$ cat src/rtl/snake_motion_pkg.sv
// Shared types and constants for the snake motion block: movement
// directions, the cell coordinate pair, playfield size and the
// start-of-game snake position.
package snake_motion_pkg;

    typedef enum logic [1:0] {
        LEFT  = 2'd0,
        RIGHT = 2'd1,
        UP    = 2'd2,
        DOWN  = 2'd3
    } dir_t;

    // One playfield cell; 4-bit column and row are enough for 16x15.
    typedef struct packed {
        logic [3:0] col;
        logic [3:0] row;
    } cell_t;

    localparam int GRID_COLS = 16;
    localparam int GRID_ROWS = 15;

    // Start-of-game snake: head at (7,7) heading right, body trailing left.
    localparam int RESET_COL = 7;
    localparam int RESET_ROW = 7;
    localparam int RESET_LEN = 3;

    // Direction that would fold the head straight back onto segment 1.
    function automatic dir_t opposite_dir(input dir_t d);
        dir_t o;
        case (d)
            LEFT:    o = RIGHT;
            RIGHT:   o = LEFT;
            UP:      o = DOWN;
            default: o = UP;
        endcase
        return o;
    endfunction

    // Neighbouring cell in direction d, wrapping at every playfield edge.
    function automatic cell_t advance_cell(input cell_t c, input dir_t d);
        cell_t n;
        n = c;
        case (d)
            LEFT:    n.col = (c.col == 4'd0) ? 4'(GRID_COLS - 1) : c.col - 4'd1;
            RIGHT:   n.col = (c.col == 4'(GRID_COLS - 1)) ? 4'd0 : c.col + 4'd1;
            UP:      n.row = (c.row == 4'd0) ? 4'(GRID_ROWS - 1) : c.row - 4'd1;
            default: n.row = (c.row == 4'(GRID_ROWS - 1)) ? 4'd0 : c.row + 4'd1;
        endcase
        return n;
    endfunction

endpackage

$ cat src/rtl/snake_dir_ctrl.sv
// Player steering: decodes the switch bank with a fixed priority, drops
// requests that would reverse the snake, and holds the accepted request
// until the next movement step picks it up.
module snake_dir_ctrl
    import snake_motion_pkg::*;
(
    input  logic       clk,
    input  logic       reset,
    input  logic [7:0] switches,
    input  dir_t       dir,
    output dir_t       pending
);

    dir_t pending_reg;
    dir_t req_dir;
    logic req_valid;
    logic unused_switch_bits;

    // Only the low nibble carries controls.
    assign unused_switch_bits = ^switches[7:4];

    // Priority decode: left beats right beats up beats down.
    always_comb begin
        req_dir   = RIGHT;
        req_valid = 1'b1;
        if (switches[0]) begin
            req_dir = LEFT;
        end else if (switches[1]) begin
            req_dir = RIGHT;
        end else if (switches[2]) begin
            req_dir = UP;
        end else if (switches[3]) begin
            req_dir = DOWN;
        end else begin
            req_valid = 1'b0;
        end
    end

    // Pending direction: take the winning request unless it reverses the
    // current heading; a reversal is dropped rather than falling through
    // to a lower-priority switch.
    always_ff @(posedge clk) begin
        if (!reset) begin
            pending_reg <= RIGHT;
        end else if (req_valid && (req_dir != opposite_dir(dir))) begin
            pending_reg <= req_dir;
        end
    end

    assign pending = pending_reg;

endmodule

$ cat src/rtl/snake_motion.sv
// Snake movement engine: frame-paced stepping on a wrapping 16x15 cell
// grid, a shift-register body of up to MAX_LEN cells, growth requests,
// self-collision detection and a combinational body-pixel lookup for
// the video path.
module snake_motion
    import snake_motion_pkg::*;
#(
    parameter int SNAKE_SIZE  = 16,
    parameter int SNAKE_SPEED = 5,
    parameter int MAX_LEN     = 8
) (
    input  logic       clk,
    input  logic       reset,
    input  logic [8:0] hpos,
    input  logic [8:0] vpos,
    input  logic [7:0] switches,
    input  logic       grow,
    output logic [8:0] head_x,
    output logic [8:0] head_y,
    output logic       snake_pixel,
    output logic       dead,
    output logic       step
);

    localparam int SHIFT  = $clog2(SNAKE_SIZE);
    localparam int LEN_W  = $clog2(MAX_LEN + 1);
    localparam int CNT_W  = (SNAKE_SPEED > 1) ? $clog2(SNAKE_SPEED) : 1;
    localparam int FIELD_W = GRID_COLS * SNAKE_SIZE;
    localparam int FIELD_H = GRID_ROWS * SNAKE_SIZE;

    // Segment 0 is the head; higher indices trail behind it. Entries past
    // the live length keep shifting so a grow exposes the most recent
    // tail position.
    cell_t             seg_reg [MAX_LEN];
    dir_t              dir_reg;
    dir_t              pending;
    logic [LEN_W-1:0]  len_reg;
    logic [LEN_W-1:0]  len_next;
    logic [CNT_W-1:0]  frame_cnt_reg;
    logic              dead_reg;
    logic              step_reg;

    logic              frame_tick;
    logic              move;
    cell_t             head_next;
    logic              collide;
    logic [MAX_LEN-1:0] coll_hit;
    logic [MAX_LEN-1:0] pix_hit;
    cell_t             pix_cell;
    logic              in_field;

    snake_dir_ctrl u_dir_ctrl (
        .clk      (clk),
        .reset    (reset),
        .switches (switches),
        .dir      (dir_reg),
        .pending  (pending)
    );

    // Frame pacing: one tick per frame at the first blanking line; a move
    // fires on the last tick of each SNAKE_SPEED-frame period.
    always_comb begin
        frame_tick = (vpos == 9'(FIELD_H)) && (hpos == 9'd0);
        move       = frame_tick && (frame_cnt_reg == CNT_W'(SNAKE_SPEED - 1)) && !dead_reg;
    end

    // Next head cell and next length; a grow arriving with a move is
    // already counted in the collision check of that move.
    always_comb begin
        head_next = advance_cell(seg_reg[0], pending);
        len_next  = len_reg;
        if (grow && (len_reg < LEN_W'(MAX_LEN))) begin
            len_next = len_reg + LEN_W'(1);
        end
    end

    // After the shift, body segment i holds today's segment i-1, so the
    // new head is compared against the pre-shift cells 0..len-2.
    assign coll_hit[0] = 1'b0;
    generate
        for (genvar gi = 1; gi < MAX_LEN; gi++) begin : g_coll
            assign coll_hit[gi] = (LEN_W'(gi) < len_next) && (seg_reg[gi-1] == head_next);
        end
    endgenerate
    assign collide = |coll_hit;

    // Control state: frame counter, heading, length, death flag and the
    // step strobe, all released together on the move edge.
    always_ff @(posedge clk) begin
        if (!reset) begin
            frame_cnt_reg <= '0;
            dir_reg       <= RIGHT;
            len_reg       <= LEN_W'(RESET_LEN);
            dead_reg      <= 1'b0;
            step_reg      <= 1'b0;
        end else begin
            step_reg <= move;
            if (frame_tick) begin
                if (frame_cnt_reg == CNT_W'(SNAKE_SPEED - 1)) begin
                    frame_cnt_reg <= '0;
                end else begin
                    frame_cnt_reg <= frame_cnt_reg + CNT_W'(1);
                end
            end
            if (move) begin
                dir_reg <= pending;
                if (collide) begin
                    dead_reg <= 1'b1;
                end
            end
            if (!dead_reg) begin
                len_reg <= len_next;
            end
        end
    end

    // Body history: on each move every segment takes its predecessor's
    // cell and the head takes the advanced cell.
    always_ff @(posedge clk) begin
        if (!reset) begin
            for (int i = 0; i < MAX_LEN; i++) begin
                seg_reg[i].col <= 4'(RESET_COL - i);
                seg_reg[i].row <= 4'(RESET_ROW);
            end
        end else if (move) begin
            seg_reg[0] <= head_next;
            for (int i = 1; i < MAX_LEN; i++) begin
                seg_reg[i] <= seg_reg[i-1];
            end
        end
    end

    // Pixel lookup: map the beam position to a cell and test it against
    // every live segment. Positions outside the playfield never light,
    // which also stops the 4-bit cell index from aliasing.
    always_comb begin
        in_field     = (hpos < 9'(FIELD_W)) && (vpos < 9'(FIELD_H));
        pix_cell.col = 4'(hpos >> SHIFT);
        pix_cell.row = 4'(vpos >> SHIFT);
    end

    generate
        for (genvar gi = 0; gi < MAX_LEN; gi++) begin : g_pix
            assign pix_hit[gi] = (LEN_W'(gi) < len_reg) && (seg_reg[gi] == pix_cell);
        end
    endgenerate

    assign snake_pixel = in_field && (|pix_hit);
    assign head_x      = 9'(seg_reg[0].col) << SHIFT;
    assign head_y      = 9'(seg_reg[0].row) << SHIFT;
    assign dead        = dead_reg;
    assign step        = step_reg;

endmodule

$ cat config.mk
export PLATFORM = sky130hd
export DESIGN_NAME = snake_motion
export DESIGN_NICKNAME = d
export VERILOG_FILES = /design/src/rtl/snake_motion_pkg.sv /design/src/rtl/snake_dir_ctrl.sv /design/src/rtl/snake_motion.sv
export SDC_FILE = /design/constraint.sdc
export NUM_CORES = 1
export LEC_CHECK = 0
export ABC_AREA = 1
export BUFFER_PORTS_ARGS = -buffer_cell sky130_fd_sc_hd__buf_2
export CELL_PAD_IN_SITES_DETAIL_PLACEMENT = 1
export CELL_PAD_IN_SITES_GLOBAL_PLACEMENT = 2
export CORE_MARGIN = 2
export CORE_UTILIZATION = 32
export CTS_BUF_LIST = sky130_fd_sc_hd__clkbuf_4
export DETAILED_ROUTE_END_ITERATION = 16
export PLACE_DENSITY_LB_ADDON = 0.1
export SLEW_MARGIN = 15
export SYNTH_ARGS = -nofsm -noshare
export SYNTH_HDL_FRONTEND = slang
export SYNTH_SLANG_ARGS = --single-unit
export TNS_END_PERCENT = 10
$ cat constraint.sdc
create_clock -name clk -period 2.14 [get_ports clk]
set_input_delay 0.214 -clock clk [delete_from_list [all_inputs] [get_ports clk]]
set_output_delay 0.214 -clock clk [all_outputs]
set_load 0.005 [all_outputs]
==> parameters.txt <==
Parameter                              Value

Status
  Run status    complete, but fails checks
  Violated checks    setup timing

Finish
  Layout cells sized above 1    0.2067
  Number of standard cells in the layout, taps in and fillers out    between 1000 and 1500
  Final net count    876
  Max FFs per register    64
  Synthesis-to-finish area growth    20.06%
  Final Cell Area    around 6300 µm²

Power and ir drop
  Seq pwr share    0.511
  Final total power    3.090 mW
  P_leak    a little under 3 nW
  Total power per unit cell area    approximately 500 nW/µm²
  Switch Pwr    approximately 1.0 mW
  Share of total power consumed by net switching    0.3253
  Portion of total power attributed to the clock network    0.272
  Comb pwr share    0.217
  Worst-case vdd ir drop    around 200 µV
  Pint    2.085 mW

Clock network
  Number of buffers inserted during clock tree synthesis    9
  TritonCTS clock tree    done
  Number of buffers between clock root and the deepest sink    2
  Root buffer cell    sky130_fd_sc_hd__clkbuf_4
  Later-pin clock latency in the skew report    about 460 ps
  # clock sinks    between 70 and 80
  Deepest level of the CTS H-tree    3
  Clock transition at path regs    130 ps

Logic synthesis
  Mux cell area share after synthesis    0
  Area share of the largest cell type after synthesis    0.2063
  Async SR Flop Fraction    0
  Combinational family with the most area after synthesis    simple AND/OR/NAND/NOR gates
  Post-Syn Area per Cell    a little over 7 µm²
  Post-synthesis sequential area ratio    0.3629
  Most numerous cell in the Yosys netlist    sky130_fd_sc_hd__nand2_1
  Number of distinct standard cells referenced by the synthesized netlist    40
  Synth Area in XOR/XNOR    0.05181
  Area share of fa/ha/maj cells after synthesis    0.02388
  Cell type contributing the most total cell area after synthesis    sky130_fd_sc_hd__edfxtp_1
  Synthesis-stage register bit count    77
  Area share of and/or/nand/nor cells after synthesis    0.3271
  Leading register cell type out of synthesis    sky130_fd_sc_hd__dfxtp_1
  Mapped cell area    around 5200 µm²
  Number of instances in the synthesized netlist    approximately 740
  Synth top cells by count    sky130_fd_sc_hd__nand2_1, sky130_fd_sc_hd__inv_1, sky130_fd_sc_hd__nand3_1
  Synthesis warning total    0
  Number of flops mapped to enable cells by yosys    36
  Compound-Gate Fraction of Synth Area    0.1060
  Largest cells by area after synthesis    sky130_fd_sc_hd__edfxtp_1, sky130_fd_sc_hd__dfxtp_1, sky130_fd_sc_hd__nand2_1

Floorplanning
  Horiz. Die Dim    around 130 µm
  Full die area    roughly 17000 µm²
  Starting density of the core    0.3287
  Number of top-level design ports    50
  # rows    46
  Die Ht    between 100 and 150 µm
  Core outline area    ~16000 µm²

Global route
  Largest net degree at the start of global routing    40
  First-pass GRT wire length    30190 µm
  Number of antenna violations at the first check in global routing    1
  Number of global-route vias before repair    approximately 5600
  Combined global-route utilization of all metal layers    0.2233
  Grt ovf    0

Setup path
  Critical Path AT    2150 ps
  Crit path buffers/inverters    2
  Slowest library cell on the worst path    sky130_fd_sc_hd__dfxtp_1
  Largest delay contributor family on the critical path    compound AO/OA/AOI/OAI gates
  Maximum single-stage delay on the critical path    about 350 ps
  CP required    between 1500 and 2000 ps
  Crit Path Class    register to output port
  Startpoint class of the critical path    register
  Critical-path cell list    inv_1, ha_2, o21ai_2, nand4_1, o41ai_2, nor2_1, a21oi_2, buf_2
  Critical path endpoint category    output port
  Crit-path max FO    2

Place
  HPWL reported at the end of detailed placement    approximately 15000 µm
  DP Area    between 6000 and 7000 µm²
  Placed instance count    just over 1000
  Number of buffer cells added on primary ports    35
  Routability congestion estimate from global placement    ~0.85
  DP Worst Slack    -107.5 ps

Timing
  Worst hold margin    between 70 and 80 ps
  RSZ-0062 raised after global routing    true
  Final worst path period share    1.105
  Worst Tran Pin Value    between 500 and 600 ps
  Remaining max-slew budget at the tightest pin    0.6001
  Number of slew-limit violations in the final report    0
  Final hold violation count    0
  Setup clock skew after layout    ~14 ps
  Final setup vio count    2
  Highest achievable clock rate    approximately 420 MHz
  Min Tclk post-route    about 2400 ps
  Final setup slack of the worst path    -223.8 ps

Drt
  Aggregate routed wire length    roughly 19000 µm
  Total number of vias    5297
  Detailed-route DRC error count    0
  Vias per std cell    about 5.0
  Detail-routed net length per standard cell    between 15 and 20 µm
  Number of detailed-routing iterations run before antenna repair    5
  DRC marker count from the first detailed-route iteration    231
  Remaining antenna violation count after routing    0

Run
  # Max-Cap Violations    0

Min path
  Hold WC Path Type    input pin to register
## power by group through the flow
stage | clock, mW | sequential, mW | combinational [mW]
3_3_place_gp | 0 | 1.61 | 0.635
6_report | 0.841 | 1.58 | 0.671
5_1_grt | 0.921 | 1.58 | 0.742
4_1_cts | 0.870 | 1.58 | 0.663
2_1_floorplan | 0 | 1.61 | 0.365
3_5_place_dp | 0 | 1.61 | 0.644
## layer usage
layer	global-route usage	vias up	share of wire
met5	0	-	0
met3	0.03037	25	0.031
li1	-	2631	-
met4	0.07971	0	0.022
met2	0.3683	89	0.47
met1	0.2989	2552	0.48
## layout make-up
class                      instances  area (µm²)
clock buffer                      13       97.59
tap                              216       270.3
multi-input combinational        521        2790
antenna                            1       2.502
clock inverter                     3       12.51
inverter                         112       420.4
sequential                        77        1902
fill                            2060        9652
timing repair buffer             116       795.8
## path summary, 6_finish.rpt
kind	start	depth (start not counted)	to	slack, ps
worst min register to register	frame_cnt_reg[1]	2	frame_cnt_reg[1]	500
worst max register to register	seg_reg[0][4]	15	dead	-80
worst max-delay path	len_reg[0]	8	snake_pixel	-220
worst min-delay path	switches[0]	4	u_dir_ctrl.pending[0]	80
## kinds of logic (layout without fill, tap and decap cells)
logic type	Yosys count	count (layout)
compound gates	89	89
xor+xnor	31	31
fa+ha+maj	10	10
buf+inv	150	244
flops	77	77
other cells	1	11
simple gates	381	381
## stage by stage
| step | util | setup TNS (ps) |
|---|---|---|
| after global placement | 0.3802 | -93.86 |
| after CTS | 0.3922 | -392.5 |
| after global routing | 0.3946 | -654.9 |
| final | 0.3946 | -302.9 |
| after floorplan | - | 0 |
| after detailed placement | 0.3802 | -155.2 |
## tightest hold or removal path, stage by stage
cell and delay [ps]:
sky130_fd_sc_hd__buf_2 80, sky130_fd_sc_hd__a21oi_1 60, sky130_fd_sc_hd__nand2_1 60, sky130_fd_sc_hd__o211ai_1 70
## placed cells by master, fill, tap and decap left out, types with 2 or more instances in the layout
cell type,synthesis,final
sky130_fd_sc_hd__a211oi_1,6,6
sky130_fd_sc_hd__edfxtp_1,36,36
sky130_fd_sc_hd__clkinv_1,3,5
sky130_fd_sc_hd__nor2_1,59,53
sky130_fd_sc_hd__o21ai_0,16,13
sky130_fd_sc_hd__conb_1,1,10
sky130_fd_sc_hd__a21oi_2,0,2
sky130_fd_sc_hd__a21oi_1,17,15
sky130_fd_sc_hd__xor2_1,24,24
sky130_fd_sc_hd__nor4_1,5,4
sky130_fd_sc_hd__o22ai_1,33,33
sky130_fd_sc_hd__nand4_1,30,30
sky130_fd_sc_hd__nand3_2,5,4
sky130_fd_sc_hd__nor2_2,0,6
sky130_fd_sc_hd__or2_2,4,4
sky130_fd_sc_hd__dfxtp_1,41,41
sky130_fd_sc_hd__nand2_1,188,187
sky130_fd_sc_hd__a2111oi_2,0,2
sky130_fd_sc_hd__nand3_1,75,75
sky130_fd_sc_hd__inv_1,105,102
sky130_fd_sc_hd__nand2_2,7,6
sky130_fd_sc_hd__nor3_1,3,3
sky130_fd_sc_hd__a221oi_1,4,3
sky130_fd_sc_hd__o21ai_2,0,2
sky130_fd_sc_hd__inv_2,4,7
sky130_fd_sc_hd__o21ai_1,2,3
sky130_fd_sc_hd__xnor2_1,7,7
sky130_fd_sc_hd__clkbuf_4,0,13
sky130_fd_sc_hd__buf_4,20,80
sky130_fd_sc_hd__nand2_4,0,2
sky130_fd_sc_hd__o2111ai_1,2,2
sky130_fd_sc_hd__buf_2,12,35
sky130_fd_sc_hd__ha_1,10,9
sky130_fd_sc_hd__nor4_2,1,2
## timing repair
item                                   CTS  global route
gates resized for setup                 19            10
endpoints found under the hold margin    0             0
hold buffers                             0             0
setup endpoints to repair                2             2
setup buffers                            3             1
pin swaps                                0             3
(Power assumes the default switching activity.)
